## config.mk

```make
export PLATFORM = sky130hd
export DESIGN_NAME = button_conditioner
export DESIGN_NICKNAME = d
export VERILOG_FILES = /design/src/rtl/button_conditioner.sv
export SDC_FILE = /design/constraint.sdc
export NUM_CORES = 1
export LEC_CHECK = 0
export BUFFER_PORTS_ARGS = -buffer_cell sky130_fd_sc_hd__clkbuf_2
export CAP_MARGIN = 25
export CORE_MARGIN = 8
export CORE_UTILIZATION = 53
export DETAILED_ROUTE_END_ITERATION = 16
export GPL_TIMING_DRIVEN = 0
export HOLD_SLACK_MARGIN = 0.03
export PLACE_DENSITY = 0.75
export REMOVE_ABC_BUFFERS = 1
export SYNTH_ARGS = -nofsm -noshare
export SYNTH_HDL_FRONTEND = slang
export SYNTH_SLANG_ARGS = --single-unit
```

## constraint.sdc

```tcl
create_clock -name CLK -period 10.3 [get_ports CLK]
set_input_delay 0.515 -clock CLK [delete_from_list [all_inputs] [get_ports CLK]]
set_output_delay 0.515 -clock CLK [all_outputs]
set_load 0.1 [all_outputs]
```

## src/rtl/button_conditioner.sv

```systemverilog
// Push-button front end for the brick-breaker board: synchronise, debounce, edge-detect,
// auto-repeat the paddle buttons, hold events until acknowledged and own the pause toggle.
module button_conditioner #(
    parameter int               N_BTN           = 5,
    parameter int               DEBOUNCE_CYCLES = 500000,
    parameter int               REPEAT_DELAY    = 25000000,
    parameter int               REPEAT_PERIOD   = 6250000,
    parameter logic [N_BTN-1:0] REPEAT_MASK     = 5'b11000,
    parameter int               PAUSE_BIT       = 2
) (
    input  logic             CLK,
    input  logic             RST,
    input  logic [N_BTN-1:0] btn_raw,
    input  logic [N_BTN-1:0] evt_ack,
    output logic [N_BTN-1:0] btn_level,
    output logic [N_BTN-1:0] btn_press,
    output logic [N_BTN-1:0] btn_event,
    output logic [N_BTN-1:0] evt_pending,
    output logic             pause_state
);

    localparam int DB_W        = $clog2(DEBOUNCE_CYCLES);
    localparam int RPT_MAX_CYC = (REPEAT_DELAY > REPEAT_PERIOD) ? REPEAT_DELAY : REPEAT_PERIOD;
    localparam int RPT_W       = (RPT_MAX_CYC > 1) ? $clog2(RPT_MAX_CYC) : 1;

    localparam logic [DB_W-1:0]  DB_MAX = DB_W'(DEBOUNCE_CYCLES - 1);
    localparam logic [RPT_W-1:0] RD_MAX = RPT_W'(REPEAT_DELAY - 1);
    localparam logic [RPT_W-1:0] RP_MAX = RPT_W'(REPEAT_PERIOD - 1);

    typedef enum logic [1:0] {
        RPT_IDLE,
        RPT_DELAY,
        RPT_REPEAT
    } rpt_state_e;

    logic [N_BTN-1:0] sync1_q;
    logic [N_BTN-1:0] sync2_q;
    logic [N_BTN-1:0] rpt_pulse;
    logic [N_BTN-1:0] pending_q;
    logic             pause_q;

    // NOTE: every flop is written with <= so all registers sample the pre-edge values together.
    always_ff @(posedge CLK or posedge RST) begin
        if (RST) begin
            sync1_q <= '0;
            sync2_q <= '0;
        end else begin
            sync1_q <= btn_raw;
            sync2_q <= sync1_q;
        end
    end

    for (genvar i = 0; i < N_BTN; i++) begin : g_chan
        logic [DB_W-1:0] db_cnt_q;
        logic [DB_W-1:0] db_cnt_d;
        logic            level_q;
        logic            level_d;
        logic            press_q;
        logic            press_d;

        // Any cycle where the synchronised input agrees with the accepted level restarts the count.
        always_comb begin
            db_cnt_d = db_cnt_q;
            level_d  = level_q;
            press_d  = 1'b0;
            if (sync2_q[i] == level_q) begin
                db_cnt_d = '0;
            end else if (db_cnt_q == DB_MAX) begin
                db_cnt_d = '0;
                level_d  = sync2_q[i];
                press_d  = sync2_q[i];
            end else begin
                db_cnt_d = db_cnt_q + 1'b1;
            end
        end

        always_ff @(posedge CLK or posedge RST) begin
            if (RST) begin
                db_cnt_q <= '0;
                level_q  <= 1'b0;
                press_q  <= 1'b0;
            end else begin
                db_cnt_q <= db_cnt_d;
                level_q  <= level_d;
                press_q  <= press_d;
            end
        end

        if (REPEAT_MASK[i]) begin : g_rpt
            rpt_state_e     state_q;
            logic [RPT_W-1:0] rpt_cnt_q;

            always_ff @(posedge CLK or posedge RST) begin
                if (RST) begin
                    state_q   <= RPT_IDLE;
                    rpt_cnt_q <= '0;
                end else begin
                    case (state_q)
                        RPT_IDLE: begin
                            if (press_q) begin
                                state_q   <= RPT_DELAY;
                                rpt_cnt_q <= '0;
                            end
                        end
                        RPT_DELAY: begin
                            if (!level_q) begin
                                state_q <= RPT_IDLE;
                            end else if (rpt_cnt_q == RD_MAX) begin
                                state_q   <= RPT_REPEAT;
                                rpt_cnt_q <= '0;
                            end else begin
                                rpt_cnt_q <= rpt_cnt_q + 1'b1;
                            end
                        end
                        RPT_REPEAT: begin
                            if (!level_q) begin
                                state_q <= RPT_IDLE;
                            end else if (rpt_cnt_q == RP_MAX) begin
                                rpt_cnt_q <= '0;
                            end else begin
                                rpt_cnt_q <= rpt_cnt_q + 1'b1;
                            end
                        end
                        default: state_q <= RPT_IDLE;
                    endcase
                end
            end

            // Decoded from flops only; gating with level_q lets a release suppress a coincident repeat.
            assign rpt_pulse[i] = level_q &&
                                  (((state_q == RPT_DELAY)  && (rpt_cnt_q == RD_MAX)) ||
                                   ((state_q == RPT_REPEAT) && (rpt_cnt_q == RP_MAX)));
        end else begin : g_norpt
            assign rpt_pulse[i] = 1'b0;
        end

        assign btn_level[i] = level_q;
        assign btn_press[i] = press_q;
    end

    assign btn_event = btn_press | rpt_pulse;

    // A new event wins over a simultaneous acknowledge; repeated events merge into one flag.
    always_ff @(posedge CLK or posedge RST) begin
        if (RST) begin
            pending_q <= '0;
            pause_q   <= 1'b0;
        end else begin
            pending_q <= btn_event | (pending_q & ~evt_ack);
            if (btn_press[PAUSE_BIT]) begin
                pause_q <= ~pause_q;
            end
        end
    end

    assign evt_pending = pending_q;
    assign pause_state = pause_q;

endmodule
```

==> impl_metrics.env, run 1 <==
export IMPL_outcome="finished clean"
export IMPL_cts_resized=0
export IMPL_synth_top_area_cell="dfrtp_1"
export IMPL_clock_sinks=175
export IMPL_dp_hpwl_um=12300
export IMPL_end_kind="output port"
export IMPL_ir_worst_vdd_mv=0.147
export IMPL_drt_pass1_iterations=6
export IMPL_die_area_um2=22000
export IMPL_clock_path_buffers=2
export IMPL_powerDensity_nw_per_um2=141
export IMPL_clock_skew_ns=0.0113
export IMPL_post_route_drc_count=0
export IMPL_die_w_um=148
export IMPL_final_nets=1030
export IMPL_grt_pass1_wl_um=32400
export IMPL_post_cts_setup_buffers=0
export IMPL_worst_ep_required_time_ns=9.79
export IMPL_setup_violations=0
export IMPL_p_leak_nw=4.21
export IMPL_synth_ff_type="dfrtp_1"
export IMPL_wl_per_cell_um=14.7
export IMPL_cts_inserted_buffers=17
export IMPL_synth_seq_cells=175
export IMPL_core_um2=17200
export IMPL_rsz0062_at_grt="false"
export IMPL_worstMarginPinSlew_ns=0.971
export IMPL_syn_inst=990
export IMPL_hold_buffers=0
export IMPL_synth_avg_cell_area_um2=9.38
export IMPL_wirelength_um=18300
export IMPL_cts_root_buf="clkbuf_16"
export IMPL_maxCapViolCount=0
export IMPL_globalplace_congestion=0.867
export IMPL_synth_edff_count=0
export IMPL_period_needed_ns=3.31
export IMPL_worst_setup_path_start_kind="register"
export IMPL_design_area_um2=10300
export IMPL_critPathArrivalTime_ns=2.79
export IMPL_crit_type="reg -> out"
export IMPL_worstRegToRegCells=8
export IMPL_fin_setup_tns_ns=0
export IMPL_drive_above_1_share_pct=9.84
export IMPL_num_vias=7196
export IMPL_yosysWarningCount=0
export IMPL_synth_top_area_share_pct=47.1
export IMPL_fp_dieH_um=148
export IMPL_antenna_found_initial=0
export IMPL_overflow=0
export IMPL_hold_violations=0
export IMPL_grt_util_all_layers_pct=17.4
export IMPL_ys_seq_area_share_pct=47.1
export IMPL_pin_count=33
export IMPL_ant_nets=0
export IMPL_via_per_inst=5.80
export IMPL_io_buffers=32
export IMPL_hold_path_class="in -> async"
export IMPL_grt_max_degree=136
export IMPL_synth_cell_types=70
export IMPL_final_cell_mix="dfrtp_1, nor2_1, nand2_1"
export IMPL_htree_levels=4
export IMPL_fmax_ghz=0.302
export IMPL_fp_row_count=48
export IMPL_fin_crit_sh_pct=32.1
export IMPL_fill_cells=1443
export IMPL_grt_pass1_vias=7029
export IMPL_relSlewSlack_pct=35.3
export IMPL_final_common_cell="dfrtp_1"
export IMPL_holdWs_ns=0.0632
export IMPL_final_util_pct=59.5
export IMPL_place_area_um2=9600
export IMPL_clk_pin_slew_ns=0.06
export IMPL_area_delta_synth_final_pct=10.5
export IMPL_start_util_pct=53.9
export IMPL_cp_max_fo=6
export IMPL_syn_cell_area_um2=9290
export IMPL_insertion_delay_ns=0.43
export IMPL_slew_violations=0
export IMPL_cts_tree="done"
export IMPL_ys_top_cells_by_area="dfrtp_1, nor2_1, xnor2_1, nand2_1, xor2_1"
export IMPL_drt_iter0_markers=613
export IMPL_async_flop_share_pct=100
export IMPL_num_antenna_cells=0
## report_power, final
part,switching [mW],internal (mW),total [mW]
Clock,0.268,0.444,0.711
Sequential,0.00623,0.694,0.700
Combinational,0.0238,0.00860,0.0324
## per-layer routing
metal  GRT usage [%]  share of wire (%)  vias to the layer above
li1                -                  -                     3559
met1            22.7                 48                     3472
met2            28.0                 47                      142
met3            3.37                4.1                       23
met4            6.99                1.4                        0
met5               0                  0                        -
## logic make-up after synthesis
family | count (synthesis) | share of synthesized area [%]
AO/OA/AOI/OAI | 139 | 10.9
XOR/XNOR | 91 | 8.58
adder cells (fa/ha/maj) | 15 | 2.02
buffers and inverters | 83 | 4.12
flip-flops | 175 | 47.1
multiplexers | 7 | 0.822
AND/OR/NAND/NOR | 480 | 26.4
## through the flow
stage          total power, mW  cells  worst slack (ns)
2_1_floorplan            0.734    946              5.04
3_3_place_gp             0.744   1203              3.14
3_5_place_dp             0.747   1209              7.32
4_1_cts                   1.46   1241              6.99
5_1_grt                   1.49   1241              6.83
6_report                  1.44   1241              6.99
## cells in the mapped netlist (all sizes together) (2+ instances only)
| master | instances |
|---|---|
| o31a | 2 |
| or2 | 7 |
| a211oi | 6 |
| a21o | 5 |
| and2 | 4 |
| mux2 | 5 |
| mux2i | 2 |
| o211a | 3 |
| xnor2 | 50 |
| and3b | 3 |
| o311ai | 20 |
| o21ai | 29 |
| nor2 | 137 |
| nor3b | 5 |
| nor2b | 4 |
| a21oi | 10 |
| o221ai | 2 |
| or3 | 6 |
| nand4bb | 2 |
| nand4 | 42 |
| o21bai | 4 |
| dfrtp | 175 |
| inv | 39 |
| nor4 | 21 |
| and4 | 10 |
| nor4bb | 2 |
| nand3b | 2 |
| nor4b | 2 |
| nor3 | 32 |
| and3 | 16 |
| buf | 23 |
| nand2b | 7 |
| or4 | 8 |
| nand3 | 68 |
| nand4b | 3 |
| xor2 | 41 |
| a21boi | 2 |
| o211ai | 41 |
| a221o | 2 |
| clkbuf | 21 |
| ha | 15 |
| nand2 | 97 |
| a31oi | 6 |
## critical path: stages, from the launching register on
cell and delay [ns]:
dfrtp_1 0.44, or3_1 0.42, nor4_1 0.52, and2_1 0.25, a32o_1 0.18, a21o_1 0.12
clkbuf_2 0.44
## area by class of cell
| cell class | instances | area [µm²] | share of cell area (%) |
|---|---|---|---|
| sequential | 175 | 4380 | 42.7 |
| inverter | 39 | 154 | 1.50 |
| clock buffer | 19 | 453 | 4.41 |
| clock inverter | 13 | 209 | 2.04 |
| tap | 225 | 282 | 2.74 |
| timing repair buffer | 38 | 256 | 2.50 |
| multi-input combinational | 732 | 4530 | 44.1 |
## worst paths after layout
check / startpoint / end / slack (ns)
max: g_chan[4].g_rpt.rpt_cnt_q[6]$_DFFE_PP0P_ / btn_event[4] / 6.99
min: RST / sync2_q[1]$_DFF_PP0_ / 0.06
max reg2reg: g_chan[4].g_rpt.state_q[0]$_DFFE_PP0P_ / g_chan[4].g_rpt.rpt_cnt_q[17]$_DFFE_PP0P_ / 7.28
min reg2reg: sync1_q[2]$_DFF_PP0_ / sync2_q[2]$_DFF_PP0_ / 0.35
max in group asynchronous: RST / g_chan[3].db_cnt_q[14]$_DFF_PP0_ / 9.24
min in group CLK: btn_raw[4] / sync1_q[4]$_DFF_PP0_ / 0.18
## registers in the layout, summed over array words and instances (netlist names)
name	cells
g_chan.press_q	5
sync2_q	5
g_chan.g_rpt.state_q	4
g_chan.db_cnt_q	95
pause_state	1
g_chan.g_rpt.rpt_cnt_q	50
sync1_q	5
evt_pending	5
g_chan.level_q	5
(Power assumes the default switching activity.)
==> inputs of run 2 (changes only) <==
Settings changed: PLACE_DENSITY 0.75 to 0.78.
Clock period 10.3 ns to 2.7 ns, I/O delays scaled along.
==> impl_metrics.env, run 2 (synthesized netlist as in run 1, its figures left out) <==
export IMPL_area_delta_synth_final_pct=12.9
export IMPL_die_w_um=148
export IMPL_wirelength_um=19000
export IMPL_grt_pass1_vias=6910
export IMPL_drt_iter0_markers=584
export IMPL_p_total_mw=5.22
export IMPL_slew_violations=0
export IMPL_reg2reg_slack_ns=0.13
export IMPL_p_leak_nw=4.30
export IMPL_final_nets=1050
export IMPL_num_antenna_cells=0
export IMPL_regMostFlops="g_chan.db_cnt_q"
export IMPL_place_area_um2=9590
export IMPL_via_per_inst=5.85
export IMPL_grt_max_degree=121
export IMPL_crit_family="simple AND/OR/NAND/NOR gates"
export IMPL_largest_register_ffs=95
export IMPL_grt_pass1_wl_um=32600
export IMPL_hold_violations=0
export IMPL_crit_path_start="g_chan[4].g_rpt.rpt_cnt_q[10]$_DFFE_PP0P_"
export IMPL_worst_ep_required_time_ns=2.57
export IMPL_period_needed_ns=2.63
export IMPL_powerDensity_nw_per_um2=498
export IMPL_grt_util_all_layers_pct=17.7
export IMPL_crit_type="reg -> out"
export IMPL_setup_violations=0
export IMPL_clock_sinks=175
export IMPL_r2r_start="g_chan[4].g_rpt.rpt_cnt_q[4]$_DFFE_PP0P_"
export IMPL_clock_path_buffers=2
export IMPL_wl_per_cell_um=15.1
export IMPL_reg_top3="g_chan.db_cnt_q (95), g_chan.g_rpt.rpt_cnt_q (50)"
export IMPL_cp_max_fo=9
export IMPL_fp_row_count=48
export IMPL_fin_crit_sh_pct=97.5
export IMPL_crit_slowest_cell="or4bb_1"
export IMPL_dp_hpwl_um=12200
export IMPL_path_cells="or4bb_1, nor3_2, and2_1, a32o_1, a21o_1, buf_6"
export IMPL_hold_path_class="in -> async"
export IMPL_path_buf_inv=1
export IMPL_final_common_cell="dfrtp_1"
export IMPL_fill_cells=1414
export IMPL_insertion_delay_ns=0.43
export IMPL_maxCapViolCount=0
export IMPL_start_util_pct=53.9
export IMPL_fmax_ghz=0.380
export IMPL_pin_count=33
export IMPL_relSlewSlack_pct=49.6
export IMPL_design_area_um2=10500
export IMPL_slowest_delay_ns=0.56
export IMPL_critPathArrivalTime_ns=2.50
export IMPL_fp_dieH_um=148
export IMPL_ant_nets=0
export IMPL_antenna_found_initial=0
export IMPL_worstMarginPinSlew_ns=0.755
export IMPL_end_kind="output port"
export IMPL_io_buffers=32
export IMPL_htree_levels=4
export IMPL_final_cell_mix="dfrtp_1, nor2_1, nand2_1"
export IMPL_die_area_um2=22000
export IMPL_drt_pass1_iterations=5
export IMPL_drive_above_1_share_pct=11.5
export IMPL_cts_inserted_buffers=17
export IMPL_core_um2=17200
export IMPL_overflow=0
export IMPL_cts_tree="done"
export IMPL_worst_setup_path_start_kind="register"
export IMPL_clock_skew_ns=0.00723
export IMPL_clk_pin_slew_ns=0.07
export IMPL_num_vias=7382
export IMPL_globalplace_congestion=0.832
export IMPL_ir_worst_vdd_mv=0.444
export IMPL_outcome="finished clean"
export IMPL_post_route_drc_count=0
export IMPL_cts_root_buf="clkbuf_16"
## run 2: changes by cell type in the layout (fill, tap and decap cells not counted), moves of 3 or more
cell / change
dlygate4sd3_1: +11
buf_4: +9
inv_6: +3
nor4_2: -3
bufinv_16: -4
nor4_4: +5
## run 2: path summary, 6_finish.rpt
path,to,depth (start not counted)
min in group CLK,sync1_q[2]$_DFF_PP0_,2
max in group asynchronous,g_chan[3].g_rpt.rpt_cnt_q[5]$_DFFE_PP0P_,4
worst max register to register,g_chan[4].g_rpt.rpt_cnt_q[2]$_DFFE_PP0P_,6
worst max-delay path,btn_event[4],6
worst min register to register,sync2_q[2]$_DFF_PP0_,0
worst min-delay path,g_chan[4].db_cnt_q[10]$_DFF_PP0_,3
## run 2: layout make-up
| cell class | instances | area (µm²) | share of cell area, % |
|---|---|---|---|
| clock buffers | 17 | 425 | 4.05 |
| clock inverters | 15 | 156 | 1.49 |
| inverters | 39 | 154 | 1.47 |
| multi-input cells | 732 | 4660 | 44.4 |
| flip-flops and latches | 175 | 4380 | 41.8 |
| well taps | 225 | 282 | 2.68 |
| repair buffers | 58 | 437 | 4.16 |
## run 2: timing repair
| item | in CTS | in global routing |
|---|---|---|
| hold buffers | 11 | 0 |
| pin swaps | 2 | 5 |
| resized for setup | 11 | 15 |
| endpoints found under the hold margin | 65 | 0 |
| setup buffers | 3 | 6 |
| setup endpoints to repair | 39 | 36 |
## run 2: layer usage
| layer | wire, µm | part of all wire, % | global-route usage (%) |
|---|---|---|---|
| met5 | 0 | 0 | 0 |
| met4 | 266 | 1.4 | 6.02 |
| met3 | 713 | 3.8 | 3.49 |
| met2 | 8990 | 47 | 28.6 |
| met1 | 9020 | 48 | 23.3 |
## run 2: worst min-delay path: stages
cell	delay [ns]
dlygate4sd3_1	0.53
clkbuf_2	0.14
inv_8	0.29
## run 2: metrics by stage
step / util, % / setup TNS (ns) / instances / worst slack [ns] / hold slack, ns
floorplan: - / -388.38 / 946 / -2.18 / 0.166
global placement: 55.1 / -736.20 / 1203 / -4.06 / 0.243
detailed placement: 55.6 / -4.53 / 1209 / -0.257 / 0.180
CTS: 60.1 / 0 / 1255 / 0.00774 / 0.266
global route: 60.9 / -0.00284 / 1261 / -0.00284 / 0.298
finish: 60.9 / 0 / 1261 / 0.0666 / 0.245
## run 2: power by group
| part | switching (mW) | internal (mW) |
|---|---|---|
| Clock | 1.12 | 1.30 |
| Combinational | 0.0921 | 0.0428 |
| Sequential | 0.0238 | 2.65 |
